==> config.mk <==
export PLATFORM = sky130hd
export DESIGN_NAME = stream_packet_arbiter_flat
export DESIGN_NICKNAME = d
export VERILOG_FILES = /design/src/rtl/stream_packet_arbiter_if.sv /design/src/rtl/stream_packet_arbiter.sv /design/src/flat_wrapper.sv
export SDC_FILE = /design/constraint.sdc
export NUM_CORES = 1
export LEC_CHECK = 0
export CELL_PAD_IN_SITES_DETAIL_PLACEMENT = 0
export CELL_PAD_IN_SITES_GLOBAL_PLACEMENT = 1
export CORE_ASPECT_RATIO = 1.4
export CORE_MARGIN = 1.5
export CORE_UTILIZATION = 27
export DETAILED_ROUTE_END_ITERATION = 8
export PLACE_DENSITY = 0.89
export SLEW_MARGIN = 10
export SYNTH_ARGS = -nofsm -noshare
export SYNTH_HDL_FRONTEND = slang
export SYNTH_SLANG_ARGS = --single-unit
==> constraint.sdc <==
create_clock -name aclk -period 2.1 [get_ports aclk]
set_input_delay 0.42 -clock aclk [delete_from_list [all_inputs] [get_ports aclk]]
set_output_delay 0.42 -clock aclk [all_outputs]
set_load 0.1 [all_outputs]
==> src/rtl/stream_packet_arbiter_if.sv <==
// Stream bundle for stream_packet_arbiter: two AXI-Stream-style sources
// (s0, s1) and one merged output stream (m).
//
// Handshake rule for every stream in this bundle: a beat transfers on a
// rising clock edge where tvalid && tready are both 1. A producer that raises
// tvalid keeps it, tdata and tlast stable until that edge. tready may change
// freely and carries no meaning while tvalid is 0.
//
// Signals:
//   s0_tdata/s0_tvalid/s0_tlast -> s0_tready   source 0 (write-channel mirror)
//   s1_tdata/s1_tvalid/s1_tlast -> s1_tready   source 1 (read-channel mirror)
//   m_tdata/m_tvalid/m_tlast/m_tid <- m_tready merged output, m_tid = source
// Modports:
//   slave  - the arbiter's view (consumes sources, produces m)
//   master - the environment's view (produces sources, consumes m)
interface stream_packet_arbiter_if #(
  parameter int DATA_W = 64
);
  logic [DATA_W-1:0] s0_tdata;
  logic              s0_tvalid;
  logic              s0_tlast;
  logic              s0_tready;

  logic [DATA_W-1:0] s1_tdata;
  logic              s1_tvalid;
  logic              s1_tlast;
  logic              s1_tready;

  logic [DATA_W-1:0] m_tdata;
  logic              m_tvalid;
  logic              m_tlast;
  logic              m_tid;
  logic              m_tready;

  modport slave (
    input  s0_tdata, s0_tvalid, s0_tlast,
    output s0_tready,
    input  s1_tdata, s1_tvalid, s1_tlast,
    output s1_tready,
    output m_tdata, m_tvalid, m_tlast, m_tid,
    input  m_tready
  );

  modport master (
    output s0_tdata, s0_tvalid, s0_tlast,
    input  s0_tready,
    output s1_tdata, s1_tvalid, s1_tlast,
    input  s1_tready,
    input  m_tdata, m_tvalid, m_tlast, m_tid,
    output m_tready
  );
endinterface

==> src/rtl/stream_packet_arbiter.sv <==
// stream_packet_arbiter: merges two packet streams into one, forwarding whole
// packets with round-robin arbitration between sources on packet boundaries.
//
// Ports:
//   aclk      in   clock, everything on the rising edge
//   aresetn   in   synchronous active-low reset
//   bus       slave modport of stream_packet_arbiter_if (s0, s1, m streams)
//   src_en    in   [1:0] per-source enable, only looked at while IDLE
//   pkt_cnt0  out  [CNT_W-1:0] packets (tlast beats) accepted from source 0
//   pkt_cnt1  out  [CNT_W-1:0] packets (tlast beats) accepted from source 1
//   state_dbg out  [1:0] current FSM state (0 IDLE, 1 GRANT0, 2 GRANT1)
module stream_packet_arbiter #(
  parameter int DATA_W = 64,
  parameter int CNT_W  = 16
) (
  input  logic                    aclk,
  input  logic                    aresetn,
  stream_packet_arbiter_if.slave  bus,
  input  logic [1:0]              src_en,
  output logic [CNT_W-1:0]        pkt_cnt0,
  output logic [CNT_W-1:0]        pkt_cnt1,
  output logic [1:0]              state_dbg
);

  typedef enum logic [1:0] {
    IDLE   = 2'd0,
    GRANT0 = 2'd1,
    GRANT1 = 2'd2
  } state_t;

  state_t            state_q, state_d;
  // Last granted source: 0 = source 0, 1 = source 1.
  logic              rr_q, rr_d;

  logic [DATA_W-1:0] m_data_q;
  logic              m_valid_q;
  logic              m_last_q;
  logic              m_tid_q;
  logic [CNT_W-1:0]  cnt0_q, cnt1_q;

  logic              req0, req1;
  logic              out_free;
  logic              s0_rdy, s1_rdy;
  logic              acc0, acc1;

  assign req0 = bus.s0_tvalid && src_en[0];
  assign req1 = bus.s1_tvalid && src_en[1];

  // The single output register can take a new beat when it is empty or is
  // being drained this same cycle, giving one beat per cycle in a packet.
  assign out_free = !m_valid_q || bus.m_tready;

  assign acc0 = s0_rdy && bus.s0_tvalid;
  assign acc1 = s1_rdy && bus.s1_tvalid;

  always_comb begin
    state_d = state_q;
    rr_d    = rr_q;
    s0_rdy  = 1'b0;
    s1_rdy  = 1'b0;
    unique case (state_q)
      IDLE: begin
        // On a tie the source that was not served last wins.
        if (req0 && (!req1 || rr_q)) begin
          state_d = GRANT0;
          rr_d    = 1'b0;
        end else if (req1) begin
          state_d = GRANT1;
          rr_d    = 1'b1;
        end
      end
      GRANT0: begin
        s0_rdy = out_free;
        if (s0_rdy && bus.s0_tvalid && bus.s0_tlast) state_d = IDLE;
      end
      GRANT1: begin
        s1_rdy = out_free;
        if (s1_rdy && bus.s1_tvalid && bus.s1_tlast) state_d = IDLE;
      end
      default: state_d = IDLE;
    endcase
  end

  always_ff @(posedge aclk) begin
    if (!aresetn) begin
      state_q   <= IDLE;
      rr_q      <= 1'b1;
      m_valid_q <= 1'b0;
      m_last_q  <= 1'b0;
      m_tid_q   <= 1'b0;
      m_data_q  <= '0;
      cnt0_q    <= '0;
      cnt1_q    <= '0;
    end else begin
      state_q <= state_d;
      rr_q    <= rr_d;
      if (acc0 || acc1) begin
        m_valid_q <= 1'b1;
        m_data_q  <= acc1 ? bus.s1_tdata : bus.s0_tdata;
        m_last_q  <= acc1 ? bus.s1_tlast : bus.s0_tlast;
        m_tid_q   <= acc1;
      end else if (bus.m_tready) begin
        m_valid_q <= 1'b0;
      end
      if (acc0 && bus.s0_tlast) cnt0_q <= cnt0_q + CNT_W'(1);
      if (acc1 && bus.s1_tlast) cnt1_q <= cnt1_q + CNT_W'(1);
    end
  end

  assign bus.s0_tready = s0_rdy;
  assign bus.s1_tready = s1_rdy;
  assign bus.m_tdata   = m_data_q;
  assign bus.m_tvalid  = m_valid_q;
  assign bus.m_tlast   = m_last_q;
  assign bus.m_tid     = m_tid_q;
  assign pkt_cnt0      = cnt0_q;
  assign pkt_cnt1      = cnt1_q;
  assign state_dbg     = state_q;

endmodule

==> src/flat_wrapper.sv <==
// flat-port wrapper written by rule: the top's interface ports become plain ports
module stream_packet_arbiter_flat 
#(
  parameter int DATA_W = 64,
  parameter int CNT_W  = 16
)
  (aclk, aresetn, src_en, pkt_cnt0, pkt_cnt1, state_dbg, bus_s0_tdata, bus_s0_tvalid, bus_s0_tlast, bus_s0_tready, bus_s1_tdata, bus_s1_tvalid, bus_s1_tlast, bus_s1_tready, bus_m_tdata, bus_m_tvalid, bus_m_tlast, bus_m_tid, bus_m_tready);
  stream_packet_arbiter_if #(.DATA_W(DATA_W)) bus_i ();
  input  logic aclk;
  input  logic aresetn;
  input  logic [1:0] src_en;
  output logic [CNT_W-1:0] pkt_cnt0;
  output logic [CNT_W-1:0] pkt_cnt1;
  output logic [1:0] state_dbg;
  input wire logic [$bits(bus_i.s0_tdata)-1:0] bus_s0_tdata;
  input wire logic [$bits(bus_i.s0_tvalid)-1:0] bus_s0_tvalid;
  input wire logic [$bits(bus_i.s0_tlast)-1:0] bus_s0_tlast;
  output wire logic [$bits(bus_i.s0_tready)-1:0] bus_s0_tready;
  input wire logic [$bits(bus_i.s1_tdata)-1:0] bus_s1_tdata;
  input wire logic [$bits(bus_i.s1_tvalid)-1:0] bus_s1_tvalid;
  input wire logic [$bits(bus_i.s1_tlast)-1:0] bus_s1_tlast;
  output wire logic [$bits(bus_i.s1_tready)-1:0] bus_s1_tready;
  output wire logic [$bits(bus_i.m_tdata)-1:0] bus_m_tdata;
  output wire logic [$bits(bus_i.m_tvalid)-1:0] bus_m_tvalid;
  output wire logic [$bits(bus_i.m_tlast)-1:0] bus_m_tlast;
  output wire logic [$bits(bus_i.m_tid)-1:0] bus_m_tid;
  input wire logic [$bits(bus_i.m_tready)-1:0] bus_m_tready;
  assign bus_i.s0_tdata = bus_s0_tdata;
  assign bus_i.s0_tvalid = bus_s0_tvalid;
  assign bus_i.s0_tlast = bus_s0_tlast;
  assign bus_s0_tready = bus_i.s0_tready;
  assign bus_i.s1_tdata = bus_s1_tdata;
  assign bus_i.s1_tvalid = bus_s1_tvalid;
  assign bus_i.s1_tlast = bus_s1_tlast;
  assign bus_s1_tready = bus_i.s1_tready;
  assign bus_m_tdata = bus_i.m_tdata;
  assign bus_m_tvalid = bus_i.m_tvalid;
  assign bus_m_tlast = bus_i.m_tlast;
  assign bus_m_tid = bus_i.m_tid;
  assign bus_i.m_tready = bus_m_tready;
  stream_packet_arbiter #(.DATA_W(DATA_W), .CNT_W(CNT_W)) u_core (.aclk(aclk), .aresetn(aresetn), .bus(bus_i), .src_en(src_en), .pkt_cnt0(pkt_cnt0), .pkt_cnt1(pkt_cnt1), .state_dbg(state_dbg));
endmodule
==> out/metrics.cfg, run 1 <==
[status]
status=finished, final reports clean

[final_layout]
fillers=1633
layout_common_cells=sky130_fd_sc_hd__nand2_1, sky130_fd_sc_hd__clkdlybuf4s50_1, sky130_fd_sc_hd__buf_4
area_growth_pct=63.02
mostFrequentLayoutCell=sky130_fd_sc_hd__nand2_1
num-nets-final=932
final-instance-count-excl-fill=998
final_layout_size_suffix_gt1_frac=0.2143

[floorplanning]
core_region_area_um2=16170
fp_rows=55
i_o_pin_total=240
dieHeight_um=155.0
die_width_um=111.5
initial_utilization=0.2754
die_footprint_um2=17280

[yosys]
synth_largest_area_cell=sky130_fd_sc_hd__dfxtp_1
synth_xor_xnor_area_share=0.01180
synth_seq_cells=102
synth_cells=565
count_of_different_cell_masters_after_synthesis=35
synthSimpleGateAreaFrac=0.2310
synth_top_family_by_area=compound AO/OA/AOI/OAI gates
synth-compound-area-share=0.2383
syn_avg_cell_area_um2=7.881
synth_top_cells_by_area=sky130_fd_sc_hd__dfxtp_1, sky130_fd_sc_hd__nand2_1, sky130_fd_sc_hd__a31oi_1, sky130_fd_sc_hd__o21ai_0, sky130_fd_sc_hd__a21oi_1
synth_mux_area_frac=0.002248
adder_and_majority_cell_fraction_of_the_synthesized_area=0.005620
post_synth_instance_area_um2=4453
synthesis.nets=704
netlist.area_leader.share=0.4586
ys.warnings.count=0
sequential_fraction_of_the_synthesis_area=0.4586

[setup_path]
critPathKind=in -> out
path_buf_inv=3
cp_slowest_stage_delay_ns=0.39
critical_path_required_ns=1.68
critical_path.endpoint_type=primary output
critPathArrivalTime_ns=1.59
crit_path_top_delay_cell=sky130_fd_sc_hd__clkdlybuf4s50_1
startpoint_type=input port
crit_fanout=6
cp_cell_sequence=clkdlybuf4s50_1, nand2b_2, buf_4, and2_2, buf_12
timing.critical_path.max_delay_family=buffers and inverters

[routing]
wirelength_mm=14.81
via_count=4907
detailedRoute.firstIterationViolations=298
detail_route.drc_violations=0
met2_length_mm=7.425
detailroute.wirelength.met3_mm=1.011
ant_nets=0
via_per_inst=4.917
detail_route.wl_per_cell_um=14.83
topRoutingLayerUsed=met5
route.layer.met1.wl_mm=6.010
drt-pass1-iter-count=4

[cts]
tritoncts=built
htreeDepth=3
clock_latency_ns=0.35
clk_path_buf_depth=2
path_clk_slew_ns=0.07
clk_root_buffer_cell=sky130_fd_sc_hd__clkbuf_16
cts_hold_repair.buffers=0
cts_setup_buffers=0
post_cts_resized=0
numCtsBuffers=9
cts_sinks=102

[place]
gp_routability_congestion=0.7653
detailed_place_hpwl_mm=10.45
io_buffer_count=239
numPlacedInstances=981

[timing]
setup_viol=0
worst_slew_margin_rel=0.5891
tightestPinTransition_ns=0.6164
fmaxAchievable_mhz=498.5
fin_skew_ns=0.008361
fraction_of_the_cycle_the_final_worst_path_needs=0.9552
fin_crit_ns=2.006
timing.setup.tns_ns=0
timing_hold_violations_final=0
finalMaxSlewViolations=0
rsz0062_at_grt=false

[flow_run]
cap_viol_max_count=0

[global_route]
number_of_antenna_violations_at_the_first_check_in_global_routing=2
maximum_number_of_pins_on_one_net_before_global_route_repair=69
via_count_of_the_first_global_routing_pass=4617
grt_first_pass_wirelength_mm=23.48
globalRoute.totalOverflow=0
grt_usage=0.1688

[power_and_ir_drop]
vdd_drop_max_uv=335.9
leakage_power_of_the_design_nw=2.686
power.density_nw_per_um2=723.0

[hold_path]
hp-class=reg -> reg

flip-flops by register name, indices dropped and copies added, names as in the netlist:
register	count
u_core.pkt_cnt0	16
u_core.bus.m_tvalid	1
u_core.state_dbg	2
u_core.bus.m_tdata	64
u_core.rr_q	1
u_core.bus.m_tlast	1
u_core.bus.m_tid	1
u_core.pkt_cnt1	16
Yosys cell counts (all sizes together):
cell type    n
a21oi       26
a31oi       67
and2         4
and2b        1
and3         2
and3b        1
and4         5
and4b        1
buf         18
clkbuf      28
clkinv       1
dfxtp      102
ha           2
inv          5
mux2i        1
nand2      141
nand2b       1
nand3       13
nand4       12
nor2         7
nor2b        1
nor3         3
o211a        1
o21ai       76
o2bb2ai      1
o31ai       15
or3          9
or4         15
xnor2        3
xor2         3
logic make-up (layout without fill, tap and decap cells):
| kind of cell | after synthesis | after routing |
|---|---|---|
| DFF | 102 | 102 |
| other | 0 | 1 |
| and+or+nand+nor | 216 | 216 |
| xor gates and xnor gates | 6 | 6 |
| buffers and inverters | 52 | 285 |
| AOI/OAI and AO/OA | 186 | 186 |
| muxes | 1 | 1 |
| adders and majority gates | 2 | 2 |
report_power, final:
group	leakage (nW)	switching [mW]	internal (mW)	total [mW]
registers	0.837	0.0584	2.03	2.09
clock network	0.145	0.772	0.996	1.77
logic	1.70	0.941	0.454	1.40
total	2.69	1.77	3.48	5.25
routing by layer:
metal,global-route usage,vias up
met5,0,-
met2,0.2918,169
met4,0.06872,2
met3,0.05298,25
met1,0.1930,2224
li1,-,2487
path summary, 6_finish.rpt:
kind                        endpoint                 from  slack (ns)  depth (start not counted)
hold reg to reg     u_core.bus.m_tid     u_core.bus.m_tid        0.46                          2
setup reg to reg  u_core.pkt_cnt0[5]  u_core.state_dbg[0]        0.36                          5
setup / recovery       bus_s0_tready         bus_m_tready        0.09                          5
hold / removal      u_core.bus.m_tid     u_core.bus.m_tid        0.46                          2
worst reg2reg max path: stages, from the launching register on:
cell                      delay (ns)
sky130_fd_sc_hd__dfxtp_2        0.44
sky130_fd_sc_hd__and3b_2        0.27
sky130_fd_sc_hd__nand4_1        0.25
sky130_fd_sc_hd__buf_4          0.24
sky130_fd_sc_hd__or3_1          0.31
sky130_fd_sc_hd__a21oi_1        0.14
layout make-up:
type	instances	area, um^2	area share
clock buffer	12	256.5	0.03533
clock inverter	4	53.80	0.007411
multi-input combinational	411	2201	0.3032
sequential	102	2064	0.2844
tap	199	249.0	0.03430
inverter	6	22.52	0.003102
antenna	1	2.502	0.0003447
timing repair buffer	263	2410	0.3320
metrics by stage:
stage          utilization  area, um^2  hold WS [ns]  total power [mW]  worst slack, ns
6_report            0.4489        7259        0.4559             5.248          0.09408
3_5_place_dp        0.4294        6944        0.4488             3.533          -0.1192
4_1_cts             0.4486        7254        0.4595             5.314          0.02146
5_1_grt             0.4489        7259        0.4912             5.473          0.04602
3_3_place_gp        0.4294        6944        0.4424             3.527          -0.1033
2_1_floorplan            -        4478        0.4560             3.026         0.005225
Power figures use the tool's default switching activity.
==> run 2, diff against run 1 <==
- TNS_END_PERCENT: default -> 30
==> results of run 2 <==
Final layout, timing and power as in run 1 (identical DEF).
